File: src/rtl/uart_cmd_parser_if.sv
// Handshake bundle between the command parser, the UART byte engine and the
// register request port. The master side is the parser itself.
interface uart_cmd_parser_if;
    logic        rx_valid;
    logic [7:0]  rx_data;
    logic        rx_ready;
    logic        tx_valid;
    logic [7:0]  tx_data;
    logic        tx_ready;
    logic        reg_req;
    logic        reg_we;
    logic [31:0] reg_addr;
    logic [31:0] reg_wdata;
    logic [3:0]  reg_be;
    logic        reg_ack;
    logic [31:0] reg_rdata;
    logic        busy;

    modport master (
        input  rx_valid, rx_data, tx_ready, reg_ack, reg_rdata,
        output rx_ready, tx_valid, tx_data, reg_req, reg_we, reg_addr,
               reg_wdata, reg_be, busy
    );

    modport slave (
        output rx_valid, rx_data, tx_ready, reg_ack, reg_rdata,
        input  rx_ready, tx_valid, tx_data, reg_req, reg_we, reg_addr,
               reg_wdata, reg_be, busy
    );
endinterface

File: src/rtl/uart_cmd_parser.sv
// ASCII "wm <addr> <data>" / "rm <addr>" line parser that issues one register
// request per line and streams an OK / RD:xxxxxxxx / ERR / TO response.
module uart_cmd_parser #(
    parameter int TIMEOUT_CYC = 1024,
    parameter int MAX_HEX     = 8
) (
    input  logic              app_clk,
    input  logic              app_rst,
    uart_cmd_parser_if.master bus
);
    localparam int CNT_W = $clog2(MAX_HEX + 1);
    localparam int TO_W  = $clog2(TIMEOUT_CYC + 1);
    localparam logic [7:0] CH_LF = 8'h0A;
    localparam logic [7:0] CH_CR = 8'h0D;
    localparam logic [7:0] CH_SP = 8'h20;

    typedef enum logic [3:0] {
        S_IDLE, S_CMD_W, S_CMD_R, S_SP1, S_ADDR, S_SP2, S_DATA, S_SKIP, S_REQ, S_RESP
    } state_t;
    typedef enum logic [1:0] {R_OK, R_RD, R_ERR, R_TO} resp_t;

    state_t             state_reg, state_next;
    resp_t              resp_reg, resp_next;
    logic               is_write_reg, is_write_next;
    logic [31:0]        addr_reg, addr_next;
    logic [31:0]        wdata_reg, wdata_next;
    logic [31:0]        rdata_reg, rdata_next;
    logic [CNT_W-1:0]   cnt_reg, cnt_next;
    logic [TO_W-1:0]    to_cnt_reg, to_cnt_next;
    logic [3:0]         idx_reg, idx_next;
    logic               req_reg, req_next;
    logic               rx_ready_reg, rx_ready_next;

    logic               rx_fire;
    logic               is_hex;
    logic [3:0]         nibble;
    logic               bad;
    logic [3:0]         resp_last;
    logic [3:0]         idx_off;
    logic [7:0]         tx_char;
    logic [7:0]         hex_msb [8];

    assign rx_fire = bus.rx_valid & rx_ready_reg;

    always_comb begin
        is_hex = 1'b1;
        nibble = 4'h0;
        if (bus.rx_data >= 8'h30 && bus.rx_data <= 8'h39) begin
            nibble = bus.rx_data[3:0];
        end else if ((bus.rx_data >= 8'h41 && bus.rx_data <= 8'h46) ||
                     (bus.rx_data >= 8'h61 && bus.rx_data <= 8'h66)) begin
            nibble = bus.rx_data[3:0] + 4'd9;
        end else begin
            is_hex = 1'b0;
        end
    end

    always_ff @(posedge app_clk) begin
        if (app_rst) begin
            state_reg    <= S_IDLE;
            resp_reg     <= R_OK;
            is_write_reg <= 1'b0;
            addr_reg     <= '0;
            wdata_reg    <= '0;
            rdata_reg    <= '0;
            cnt_reg      <= '0;
            to_cnt_reg   <= '0;
            idx_reg      <= '0;
            req_reg      <= 1'b0;
            rx_ready_reg <= 1'b0;
        end else begin
            state_reg    <= state_next;
            resp_reg     <= resp_next;
            is_write_reg <= is_write_next;
            addr_reg     <= addr_next;
            wdata_reg    <= wdata_next;
            rdata_reg    <= rdata_next;
            cnt_reg      <= cnt_next;
            to_cnt_reg   <= to_cnt_next;
            idx_reg      <= idx_next;
            req_reg      <= req_next;
            rx_ready_reg <= rx_ready_next;
        end
    end

    always_comb begin
        state_next    = state_reg;
        resp_next     = resp_reg;
        is_write_next = is_write_reg;
        addr_next     = addr_reg;
        wdata_next    = wdata_reg;
        rdata_next    = rdata_reg;
        cnt_next      = cnt_reg;
        to_cnt_next   = to_cnt_reg;
        idx_next      = idx_reg;
        req_next      = req_reg;
        bad           = 1'b0;

        if (rx_fire && bus.rx_data != CH_CR) begin
            case (state_reg)
                S_IDLE: begin
                    if (bus.rx_data == 8'h77 || bus.rx_data == 8'h72) begin
                        state_next    = (bus.rx_data == 8'h77) ? S_CMD_W : S_CMD_R;
                        is_write_next = (bus.rx_data == 8'h77);
                        addr_next     = '0;
                        wdata_next    = '0;
                        cnt_next      = '0;
                    end else if (bus.rx_data != CH_SP && bus.rx_data != CH_LF) begin
                        bad = 1'b1;
                    end
                end
                S_CMD_W, S_CMD_R: begin
                    if (bus.rx_data == 8'h6D) state_next = S_SP1;
                    else                      bad = 1'b1;
                end
                S_SP1: begin
                    if (bus.rx_data == CH_SP) state_next = S_ADDR;
                    else                      bad = 1'b1;
                end
                S_ADDR: begin
                    if (is_hex && cnt_reg != CNT_W'(MAX_HEX)) begin
                        addr_next = {addr_reg[27:0], nibble};
                        cnt_next  = cnt_reg + 1'b1;
                    end else if (bus.rx_data == CH_SP && cnt_reg != '0 && is_write_reg) begin
                        state_next = S_SP2;
                        cnt_next   = '0;
                    end else if (bus.rx_data == CH_LF && cnt_reg != '0 && !is_write_reg) begin
                        state_next  = S_REQ;
                        req_next    = 1'b1;
                        to_cnt_next = '0;
                    end else begin
                        bad = 1'b1;
                    end
                end
                S_SP2, S_DATA: begin
                    if (is_hex && cnt_reg != CNT_W'(MAX_HEX)) begin
                        wdata_next = {wdata_reg[27:0], nibble};
                        cnt_next   = cnt_reg + 1'b1;
                        state_next = S_DATA;
                    end else if (bus.rx_data == CH_LF && cnt_reg != '0) begin
                        state_next  = S_REQ;
                        req_next    = 1'b1;
                        to_cnt_next = '0;
                    end else begin
                        bad = 1'b1;
                    end
                end
                S_SKIP: begin
                    if (bus.rx_data == CH_LF) begin
                        state_next = S_RESP;
                        resp_next  = R_ERR;
                        idx_next   = '0;
                    end
                end
                default: ;
            endcase
            // A malformed LF already ends the line, so it must not wait in SKIP
            // for another LF that belongs to the next command.
            if (bad) begin
                if (bus.rx_data == CH_LF) begin
                    state_next = S_RESP;
                    resp_next  = R_ERR;
                    idx_next   = '0;
                end else begin
                    state_next = S_SKIP;
                end
            end
        end

        if (state_reg == S_REQ) begin
            if (bus.reg_ack) begin
                req_next   = 1'b0;
                state_next = S_RESP;
                idx_next   = '0;
                resp_next  = is_write_reg ? R_OK : R_RD;
                if (!is_write_reg) rdata_next = bus.reg_rdata;
            end else if (to_cnt_reg == TO_W'(TIMEOUT_CYC - 1)) begin
                req_next   = 1'b0;
                state_next = S_RESP;
                idx_next   = '0;
                resp_next  = R_TO;
            end else begin
                to_cnt_next = to_cnt_reg + 1'b1;
            end
        end

        if (state_reg == S_RESP && bus.tx_ready) begin
            if (idx_reg == resp_last) state_next = S_IDLE;
            else                      idx_next   = idx_reg + 1'b1;
        end

        rx_ready_next = (state_next != S_REQ) && (state_next != S_RESP);
    end

    for (genvar gi = 0; gi < 8; gi++) begin : g_hex
        logic [3:0] nib;
        assign nib         = rdata_reg[31-4*gi -: 4];
        assign hex_msb[gi] = (nib < 4'd10) ? (8'h30 + {4'h0, nib}) : (8'h37 + {4'h0, nib});
    end

    assign idx_off = idx_reg - 4'd3;

    always_comb begin
        tx_char   = CH_LF;
        resp_last = 4'd2;
        case (resp_reg)
            R_OK: begin
                if (idx_reg == 4'd0)      tx_char = 8'h4F;
                else if (idx_reg == 4'd1) tx_char = 8'h4B;
            end
            R_TO: begin
                if (idx_reg == 4'd0)      tx_char = 8'h54;
                else if (idx_reg == 4'd1) tx_char = 8'h4F;
            end
            R_ERR: begin
                resp_last = 4'd3;
                if (idx_reg == 4'd0)                         tx_char = 8'h45;
                else if (idx_reg == 4'd1 || idx_reg == 4'd2) tx_char = 8'h52;
            end
            R_RD: begin
                resp_last = 4'd11;
                if (idx_reg == 4'd0)       tx_char = 8'h52;
                else if (idx_reg == 4'd1)  tx_char = 8'h44;
                else if (idx_reg == 4'd2)  tx_char = 8'h3A;
                else if (idx_reg != 4'd11) tx_char = hex_msb[idx_off[2:0]];
            end
            default: ;
        endcase
    end

    assign bus.rx_ready  = rx_ready_reg;
    assign bus.tx_valid  = (state_reg == S_RESP);
    assign bus.tx_data   = (state_reg == S_RESP) ? tx_char : 8'h00;
    assign bus.reg_req   = req_reg;
    assign bus.reg_we    = is_write_reg;
    assign bus.reg_addr  = addr_reg;
    assign bus.reg_wdata = wdata_reg;
    assign bus.reg_be    = 4'hF;
    assign bus.busy      = (state_reg != S_IDLE);
endmodule

File: src/flat_wrapper.sv
// flat-port wrapper written by rule: the top's interface ports become plain ports
module uart_cmd_parser_flat 
#(
    parameter int TIMEOUT_CYC = 1024,
    parameter int MAX_HEX     = 8
)
  (app_clk, app_rst, bus_rx_valid, bus_rx_data, bus_tx_ready, bus_reg_ack, bus_reg_rdata, bus_rx_ready, bus_tx_valid, bus_tx_data, bus_reg_req, bus_reg_we, bus_reg_addr, bus_reg_wdata, bus_reg_be, bus_busy);
  uart_cmd_parser_if bus_i ();
  input  logic app_clk;
  input  logic app_rst;
  input wire logic [$bits(bus_i.rx_valid)-1:0] bus_rx_valid;
  input wire logic [$bits(bus_i.rx_data)-1:0] bus_rx_data;
  input wire logic [$bits(bus_i.tx_ready)-1:0] bus_tx_ready;
  input wire logic [$bits(bus_i.reg_ack)-1:0] bus_reg_ack;
  input wire logic [$bits(bus_i.reg_rdata)-1:0] bus_reg_rdata;
  output wire logic [$bits(bus_i.rx_ready)-1:0] bus_rx_ready;
  output wire logic [$bits(bus_i.tx_valid)-1:0] bus_tx_valid;
  output wire logic [$bits(bus_i.tx_data)-1:0] bus_tx_data;
  output wire logic [$bits(bus_i.reg_req)-1:0] bus_reg_req;
  output wire logic [$bits(bus_i.reg_we)-1:0] bus_reg_we;
  output wire logic [$bits(bus_i.reg_addr)-1:0] bus_reg_addr;
  output wire logic [$bits(bus_i.reg_wdata)-1:0] bus_reg_wdata;
  output wire logic [$bits(bus_i.reg_be)-1:0] bus_reg_be;
  output wire logic [$bits(bus_i.busy)-1:0] bus_busy;
  assign bus_i.rx_valid = bus_rx_valid;
  assign bus_i.rx_data = bus_rx_data;
  assign bus_i.tx_ready = bus_tx_ready;
  assign bus_i.reg_ack = bus_reg_ack;
  assign bus_i.reg_rdata = bus_reg_rdata;
  assign bus_rx_ready = bus_i.rx_ready;
  assign bus_tx_valid = bus_i.tx_valid;
  assign bus_tx_data = bus_i.tx_data;
  assign bus_reg_req = bus_i.reg_req;
  assign bus_reg_we = bus_i.reg_we;
  assign bus_reg_addr = bus_i.reg_addr;
  assign bus_reg_wdata = bus_i.reg_wdata;
  assign bus_reg_be = bus_i.reg_be;
  assign bus_busy = bus_i.busy;
  uart_cmd_parser #(.TIMEOUT_CYC(TIMEOUT_CYC), .MAX_HEX(MAX_HEX)) u_core (.app_clk(app_clk), .app_rst(app_rst), .bus(bus_i));
endmodule
File: config.mk
export PLATFORM = sky130hd
export DESIGN_NAME = uart_cmd_parser_flat
export DESIGN_NICKNAME = d
export VERILOG_FILES = /design/src/rtl/uart_cmd_parser_if.sv /design/src/rtl/uart_cmd_parser.sv /design/src/flat_wrapper.sv
export SDC_FILE = /design/constraint.sdc
export NUM_CORES = 1
export LEC_CHECK = 0
export ABC_AREA = 1
export ABC_CLOCK_PERIOD_IN_PS = 2400
export BUFFER_PORTS_ARGS = -buffer_cell sky130_fd_sc_hd__buf_4
export CORE_MARGIN = 2
export CORE_UTILIZATION = 45
export DETAILED_ROUTE_END_ITERATION = 6
export GPL_TIMING_DRIVEN = 0
export PLACE_DENSITY = 0.67
export SETUP_SLACK_MARGIN = 0.3
export SYNTH_ARGS = -nofsm -noshare
export SYNTH_HDL_FRONTEND = slang
export SYNTH_SLANG_ARGS = --single-unit
File: constraint.sdc
create_clock -name app_clk -period 2.4 [get_ports app_clk]
set_clock_uncertainty 0.15 [all_clocks]
set_input_delay 0 -clock app_clk [delete_from_list [all_inputs] [get_ports app_clk]]
set_output_delay 0 -clock app_clk [all_outputs]
set_load 0.01 [all_outputs]
==> metrics.cfg <==
[global_routing]
grt_use_total=0.2540
grt_pass1_vias=7170
antenna_found_initial=0
grt_pass1_wl_um=33670
grt_start_max_net_pins=17
grt-ovfl-total=0

[critical_path]
timing_worst_setup_path_type=reg2out
cpLargestDelayFamily=compound AO/OA/AOI/OAI gates
critPathArrivalTime_ns=2.27
path_buf_inv=4
reg2reg_to=u_core.bus.rx_ready
slowest_stage=dfxtp_4
max_stage_delay_ns=0.39
crit_fanout=5
required_ns=2.25
r2r-start=u_core.idx_reg[0]
cp_cell_sequence=clkinv_8 -> clkbuf_16 -> ha_4 -> clkinv_4 -> nand3_1 -> nand3_2 -> a21oi_2 -> o21ai_0 -> a21oi_1 -> buf_4
cp-end-kind=output port
r2r_slack_ns=0.30
startpoint_type=flip-flop
ff2ff_path_depth=14

[logic_synthesis]
synth_ff_type=dfxtp_1
ys_warn_count=0
yosysSeqAreaShare=0.3681
synth_top_area_frac=0.3681
synth_edf_count=0
yosys-top-cells-area=dfxtp_1 (37%), nand2_1 (14%), a21oi_1 (11%), nand3_1 (7.3%), o21ai_0 (5.7%)
yosysTopAreaCell=dfxtp_1
ys_ff_latch=124
synth.distinct_cells=43
synth_cells=1002
syn_area_um2=6744
async_reset_ff_frac=0
synth.avg_cell_area_um2=6.731

[cells_and_area]
final_core_util=0.6676
layout.nets=1288
instances_no_fill=1416
final_cell_mix=nand2_1 (226), buf_4 (156), a21oi_1 (138), dfxtp_1 (115), inv_1 (90)
area_delta_synth_final_pct=44.42
diodes=0
drive_gt1_frac=0.2727
layout_commonest_cell=nand2_1

[die]
die-width_um=126.4
die_y_um=126.4
fp.dieArea_um2=15980
io_pins=126
start_util=0.4623
coreArea_um2=14590
rows=44

[hold_path]
holdPathEnd=u_core.bus.reg_wdata[0]
min_from=bus_rx_data[0]
hp-class=in2reg
hold_path_depth=6

[timing]
finalSetupViolCount=3
finalSetupTns_ns=-0.03195
worst_pin_slew_ns=0.6432
finalCriticalPeriod_ns=2.425
fin_ws_ns=-0.02467
hold_viol=0
fmax_mhz=412.4
rsz0062_at_grt=true
hold_ws_ns=0.007142
worst_slew_margin_rel=0.5712
finalCritPeriodShare=1.010
slew_violations=0

[clock_tree]
cts_buffer_depth=2
root_buffer=clkbuf_16
clkSinkCount=124
numCtsBuffers=17
cts_tree=done
clkSlewWorstSetupHoldPaths_ns=0.06
insertion_delay_ns=0.42
htree_levels=4

[run]
cap_violations=0

[status]
violations=setup timing
status=finished with violations

[drt]
first_iter_violations=572
vias_per_cell=5.297
ant_nets=0
routed_wl_um=20730
vias=7501
drc=0
firstDrtPassIters=5
routedWlPerCell_um=14.64

[pwr]
cellPowerDensity_nw_per_um2=567.3
leakagePower_nw=4.113
power.total_mw=5.525
ir_worst_vdd_mv=0.5041

[place]
port_buffers=119
dp_hpwl_um=13620
gp_congestion=0.9175
dp.cells=1308

[cell usage after synthesis (all sizes together) (2+ instances only)]
| library cell | instances |
|---|---|
| conb | 2 |
| o221ai | 3 |
| a21oi | 151 |
| xnor2 | 2 |
| o21ai | 79 |
| a31oi | 6 |
| clkbuf | 23 |
| xor2 | 6 |
| inv | 104 |
| nand4 | 6 |
| nand2 | 249 |
| ha | 24 |
| nand3 | 101 |
| nor3 | 10 |
| clkinv | 4 |
| buf | 23 |
| o211ai | 6 |
| o2111ai | 2 |
| dfxtp | 124 |
| nor2 | 65 |
| nand3b | 6 |
[how the worst max path moves through the flow]
| stage | from | depth (start not counted) | slack [ns] | end |
|---|---|---|---|---|
| 2_1_floorplan | u_core.idx_reg[0] | 10 | 0.32 | bus_tx_data[1] |
| 3_3_place_gp | u_core.idx_reg[0] | 10 | -0.46 | bus_tx_data[6] |
| 3_5_place_dp | u_core.idx_reg[0] | 10 | -0.42 | bus_tx_data[6] |
| 4_1_cts | u_core.idx_reg[0] | 13 | 0.02 | bus_tx_data[1] |
| 5_1_grt | u_core.idx_reg[0] | 13 | -0.11 | bus_tx_data[4] |
| 6_report | u_core.idx_reg[0] | 10 | -0.02 | bus_tx_data[6] |
[final cells by class]
class | instances | area, um^2
plain buffers | 46 | 337.8
clock buffers | 19 | 442.9
clock inverters | 13 | 165.2
fillers | 1247 | 4850
inverters | 108 | 435.4
multi-input cells | 728 | 4033
flip-flops and latches | 124 | 2501
well taps | 184 | 230.2
repair buffers | 193 | 1589
repair inverters | 1 | 5.005
[repair_timing]
action | CTS | global route
hold buffers | 37 | 0
endpoints found under the setup margin | 55 | 121
buffers inserted | 28 | 9
gates resized for setup | 74 | 105
cloned | 1 | 1
endpoints found under the hold margin | 57 | 0
pin swaps | 16 | 29
[power breakdown]
group,switching (mW),internal [mW],leakage [nW]
logic,0.462,0.298,2.82
clock network,1.00,1.66,0.286
registers,0.0235,2.08,1.00
[metal layers]
layer  part of all wire  up-vias  wire length (um)  track usage
met5                  0        -                 0            0
met4              0.019        0               386      0.07822
met3              0.065       39              1340      0.06664
met2               0.48      221              9886       0.4269
met1               0.44     3493              9112       0.3193
li1                   -     3748                 -            -
[worst reg2reg max path: stages, from the launching register on]
cell and delay (ns):
dfxtp_4 0.39, buf_4 0.14, buf_8 0.14, buf_4 0.14
nor2_1 0.05, nor3_1 0.19, nand4_1 0.17, nor2_2 0.15
nor2_2 0.06, nand3_2 0.11, nor2_1 0.04, nand2_1 0.07
nand2_1 0.06, inv_1 0.06, nand2_2 0.06
[kinds of logic after synthesis]
kind of cell	synth area share
adder cells (fa/ha/maj)	0.04453
flip-flops	0.3681
AO/OA/AOI/OAI	0.1968
XOR/XNOR	0.01039
AND/OR/NAND/NOR	0.2850
other	0.001114
buffers and inverters	0.09406
[stage by stage]
stage	instance area (um^2)	worst slack, ns
2_1_floorplan	6756	0.3236
3_3_place_gp	7880	-0.4625
3_5_place_dp	7880	-0.4163
4_1_cts	9343	0.02386
5_1_grt	9739	-0.1087
6_report	9739	-0.02467
Note: power is estimated with default switching activity, not from simulation.
